File: config.mk
export PLATFORM = sky130hd
export DESIGN_NAME = ext_bus_master
export DESIGN_NICKNAME = d
export VERILOG_FILES = /design/src/rtl/ext_bus_master.sv
export SDC_FILE = /design/constraint.sdc
export NUM_CORES = 1
export LEC_CHECK = 0
export ABC_AREA = 1
export ABC_CLOCK_PERIOD_IN_PS = 2110
export CAP_MARGIN = 20
export CORE_UTILIZATION = 43
export DETAILED_ROUTE_END_ITERATION = 8
export PLACE_DENSITY = 0.8
export SKIP_CTS_REPAIR_TIMING = 1
export SLEW_MARGIN = 40
export SYNTH_ARGS = -nofsm -noshare
export SYNTH_HDL_FRONTEND = slang
export SYNTH_SLANG_ARGS = --single-unit
File: constraint.sdc
create_clock -name sys_clk -period 2.11 [get_ports sys_clk]
set_input_delay 0.422 -clock sys_clk [delete_from_list [all_inputs] [get_ports sys_clk]]
set_output_delay 0.422 -clock sys_clk [all_outputs]
set_load 0.05 [all_outputs]
File: src/rtl/ext_bus_master.sv
// ext_bus_master
//   Peripheral bus initiator. Takes one read/write request at a time from the core over a
//   valid/ready handshake. If the address falls inside the peripheral window, it holds a bus
//   access for a fixed number of cycles. Otherwise it answers with an error and no bus access.
//   The result is returned over a valid/ready response channel.
//
// Ports
//   sys_clk, sys_rst          clock (rising edge), asynchronous active-low reset
//   req_valid/req_ready       request handshake; req_rw (1=write), req_addr, req_wdata
//   resp_valid/resp_ready     response handshake; resp_rdata, resp_err (1=outside window)
//   op, rw, addr, data_w      peripheral bus outputs (access active, direction, address, data)
//   data_r                    peripheral bus read data, sampled on the last access cycle
module ext_bus_master #(
  parameter int unsigned ADDR_WIDTH    = 32,
  parameter int unsigned DATA_WIDTH    = 32,
  parameter int unsigned ACCESS_CYCLES = 4,
  parameter logic [ADDR_WIDTH-1:0] WIN_BASE = 32'hF000_0000,
  parameter logic [ADDR_WIDTH-1:0] WIN_MASK = 32'hFFFF_0000
) (
  input  logic                  sys_clk,
  input  logic                  sys_rst,
  input  logic                  req_valid,
  output logic                  req_ready,
  input  logic                  req_rw,
  input  logic [ADDR_WIDTH-1:0] req_addr,
  input  logic [DATA_WIDTH-1:0] req_wdata,
  output logic                  resp_valid,
  input  logic                  resp_ready,
  output logic [DATA_WIDTH-1:0] resp_rdata,
  output logic                  resp_err,
  output logic                  op,
  output logic                  rw,
  output logic [ADDR_WIDTH-1:0] addr,
  output logic [DATA_WIDTH-1:0] data_w,
  input  logic [DATA_WIDTH-1:0] data_r
);

  typedef enum logic [1:0] {StIdle, StAccess, StResp} state_e;

  localparam logic [7:0] CntLoad = 8'(ACCESS_CYCLES - 1);

  state_e     state_q;
  logic [7:0] cnt_q;
  logic       in_win;

  assign in_win    = (req_addr & WIN_MASK) == (WIN_BASE & WIN_MASK);
  // Only state feeds req_ready, so there is no combinational path from resp_ready.
  assign req_ready = (state_q == StIdle);

  always_ff @(posedge sys_clk or negedge sys_rst) begin
    if (!sys_rst) begin
      state_q    <= StIdle;
      cnt_q      <= '0;
      op         <= 1'b0;
      rw         <= 1'b0;
      addr       <= '0;
      data_w     <= '0;
      resp_valid <= 1'b0;
      resp_err   <= 1'b0;
      resp_rdata <= '0;
    end else begin
      case (state_q)
        StIdle: begin
          if (req_valid) begin
            // Latched for every request; the bus only looks at them while op is high.
            rw     <= req_rw;
            addr   <= req_addr;
            data_w <= req_wdata;
            if (in_win) begin
              cnt_q   <= CntLoad;
              op      <= 1'b1;
              state_q <= StAccess;
            end else begin
              resp_err   <= 1'b1;
              resp_rdata <= '0;
              state_q    <= StResp;
            end
          end
        end
        StAccess: begin
          if (cnt_q == 8'd0) begin
            op         <= 1'b0;
            resp_valid <= 1'b1;
            resp_err   <= 1'b0;
            resp_rdata <= rw ? '0 : data_r;
            state_q    <= StResp;
          end else begin
            cnt_q <= cnt_q - 8'd1;
          end
        end
        StResp: begin
          // An error response arrives here with resp_valid still low and raises it one
          // cycle after the accept. A completed access arrives with it already high.
          if (!resp_valid) begin
            resp_valid <= 1'b1;
          end else if (resp_ready) begin
            resp_valid <= 1'b0;
            state_q    <= StIdle;
          end
        end
        default: state_q <= StIdle;
      endcase
    end
  end

endmodule

==> results.tsv <==
metric	value	unit
Overall Power	10.5	mW
mean area per synthesized cell	10.6	um^2
Slew headroom	62.6	%
cells taking the most area after synthesis	dfrtp_1 (56%), mux2_2 (15%), nand2_1 (8.3%)	
violation count after the first detailed-route iteration	199	
aggregate global routing overflow	0	
portion of synthesized cell area occupied by the leading cell type	55.9	%
half-perimeter wire length after detailed placement	9240	um
number of global-route vias before repair	3938	
post-synthesis cell type with the largest combined area	dfrtp_1	
routability congestion estimate from global placement	0.788	
delay-heaviest family, CP	buffers and inverters	
CTS tree	done	
Unique masters post-synth	27	
synthesized cell area	4920	um^2
deepest clock path buffer count	2	
proportion of power drawn by combinational gates	53.4	%
RSZ-0062 raised after global routing	false	
flip-flop and latch count after synthesis	110	
most common cell after layout, fill and taps aside	clkdlybuf4s50_1	
setup TNS	0	ns
warning count from the yosys run	0	
slowest stage delay, CP	0.82	ns
vias per std cell	4.84	
Routed WL per cell	15.0	um
slowest stage cell, crit path	clkdlybuf4s50_1	
achievable clock frequency	0.508	GHz
multiplexer area fraction after synthesis	14.9	%
worst hold path class	input port to asynchronous set/reset pin	
kind of end point of the critical path	output pin	
final hold slack	0.0248	ns
fraction of power consumed by sequential logic	30.0	%
minimum clock period	1.97	ns
clock tree skew after final layout	0.0104	ns
Final period util	93.3	%
CTS HTree Levels	3	
core box area	11000	um^2
clock buffers created by TritonCTS	9	
Inserted Diodes	0	
count of cell instances traversed by the critical path	1	
number of hold violations in the final report	0	
clock share of power	16.6	%
number of antenna violations at the first check in global routing	0	
global-route usage over all layers	21.6	%
list of cells traversed by the critical path	clkdlybuf4s50_1	
Routed Wire Length	12200	um
post-layout net count	776	
internal portion of total power	5.82	mW
slack of the worst reg-to-reg path	0.42	ns
largest net degree at the start of global routing	43	
kind of critical path	register to output pin	
first-pass GRT wire length	19500	um
xor/xnor share of the synthesized area	0.178	%
depth of the worst register-to-register path	9	
worst supply voltage drop on vdd	0.00106	V
DRC violations left	0	
Net Count, Synth	568	
die width	109	um
post-route worst setup slack	0.141	ns
number of setup violations in the final report	0	
combinational family with the most area after synthesis	simple AND/OR/NAND/NOR gates	
clock-pin transition on the worst setup and hold timing paths	0.07	ns
overall die area	11900	um^2
leakage power of the design	3.46	nW
Maximum Capacitance Violations	0	
number of rows created at floorplan	38	
share of cells above drive strength 1	19.9	%
switching power share of the total	44.8	%
pin slew with the least headroom to its limit	0.560	ns
effective utilization at floorplan	44.8	%
buffers plus inverters on the worst setup path	1	
worst setup path startpoint	resp_rdata[24]	
length of the first detailed-routing pass in iterations	4	
clock root buffer	clkbuf_16	
compound-cell area share of the yosys netlist	0.661	%
arrival time at the worst endpoint	1.55	ns
startpoint type of the worst setup path	register	
area fraction in and, or, nand and nor cells after synthesis	20.7	%
commonest non-fill, non-tap cells in the layout	clkdlybuf4s50_1 (199), dfrtp_1 (110), nand2_1 (108)	
y dimension of the die	109	um
remaining antenna violation count	0	
max-slew violation total from the final report	0	
latest clock arrival within the worst-skew pair	0.35	ns
non-filler cells in the finished layout	818	
via count	3959	
cell count after synthesis	465	
CTS sink count	110	
number of cells in the design after placement	802	
worst setup slack before clock tree synthesis	0.0451	ns
switching power	4.73	mW
areal power density over the cells	1430	nW/um^2
RR Endpoint	resp_rdata[22]	
Area Growth Syn to Fin	49.5	%
sequential share of the synthesized area	55.9	%
Post-Synth Adder-Cell Area	0.509	%
crit path to	resp_rdata[24]	
port bufs	201	
top-level port count	202	
biggest fanout along the worst timing path	2	
status	finished clean	
Worst Path Required	1.69	ns
critical register-to-register path startpoint	cnt_q[0]	
[sequential cells by signal (all words and copies together), names as in the netlist]
signal and flops:
addr 32, cnt_q 8, data_w 32, op 1, resp_err 1, resp_rdata 32
resp_valid 1, rw 1, state_q 2
[power groups by stage]
stage	registers, mW	logic [mW]	clock network, mW
6_report	3.16	5.63	1.75
5_1_grt	3.24	5.91	1.89
4_1_cts	3.17	5.68	1.78
3_5_place_dp	3.21	5.67	0
3_3_place_gp	3.15	5.60	0
2_1_floorplan	5.50	1.48	0
[cell usage after synthesis]
cell type / count
a21oi_1: 2
nand2_4: 2
nand2_2: 2
inv_1: 39
xor2_1: 1
nor3b_1: 1
dfrtp_1: 110
inv_2: 1
nor2_2: 23
and2_0: 1
nand4_1: 6
or2_2: 2
buf_2: 1
nor2_4: 3
or2_1: 1
o21bai_1: 1
nand2_1: 109
ha_1: 2
nor2_1: 32
buf_4: 5
nor3_2: 1
o21ai_0: 1
nand3_1: 39
a211o_2: 1
clkbuf_8: 1
buf_6: 13
mux2_2: 65
[logic make-up after synthesis]
kind of cell	Yosys count
and+or+nand+nor	222
DFF	110
muxes	65
buffers and inverters	60
AOI/OAI and AO/OA	5
adders and majority gates	2
xor gates and xnor gates	1
[stage by stage]
| step | area (um^2) | util [%] |
|---|---|---|
| 2_1_floorplan | 4920 | - |
| 5_1_grt | 7360 | 67.0 |
| 4_1_cts | 7360 | 67.0 |
| 3_3_place_gp | 7050 | 64.2 |
| 3_5_place_dp | 7050 | 64.2 |
| 6_report | 7360 | 67.0 |
[layout make-up]
cell class	instances	area, um^2
tap	140	175
sequential	110	2750
multi-input combinational	295	1820
clock buffer	10	229
inverter	40	150
clock inverter	6	77.6
fill	877	3630
timing repair buffer	217	2150
[how the worst min path moves through the flow]
| stage | endpoint | slack (ns) |
|---|---|---|
| after floorplan | addr[0] | 0.13 |
| after global placement | resp_rdata[16] | 0.41 |
| after detailed placement | resp_rdata[16] | 0.41 |
| after CTS | data_w[6] | 0.05 |
| after global routing | resp_rdata[16] | 0.06 |
| final | resp_rdata[16] | 0.02 |
[layer usage]
layer,track usage [%],wire length [um],up-vias
met4,6.18,165,0
met1,25.4,4890,1910
li1,-,-,1901
met2,39.2,6430,132
met3,4.78,757,16
met5,0,0,-
Note: power is estimated with default switching activity, not from simulation.
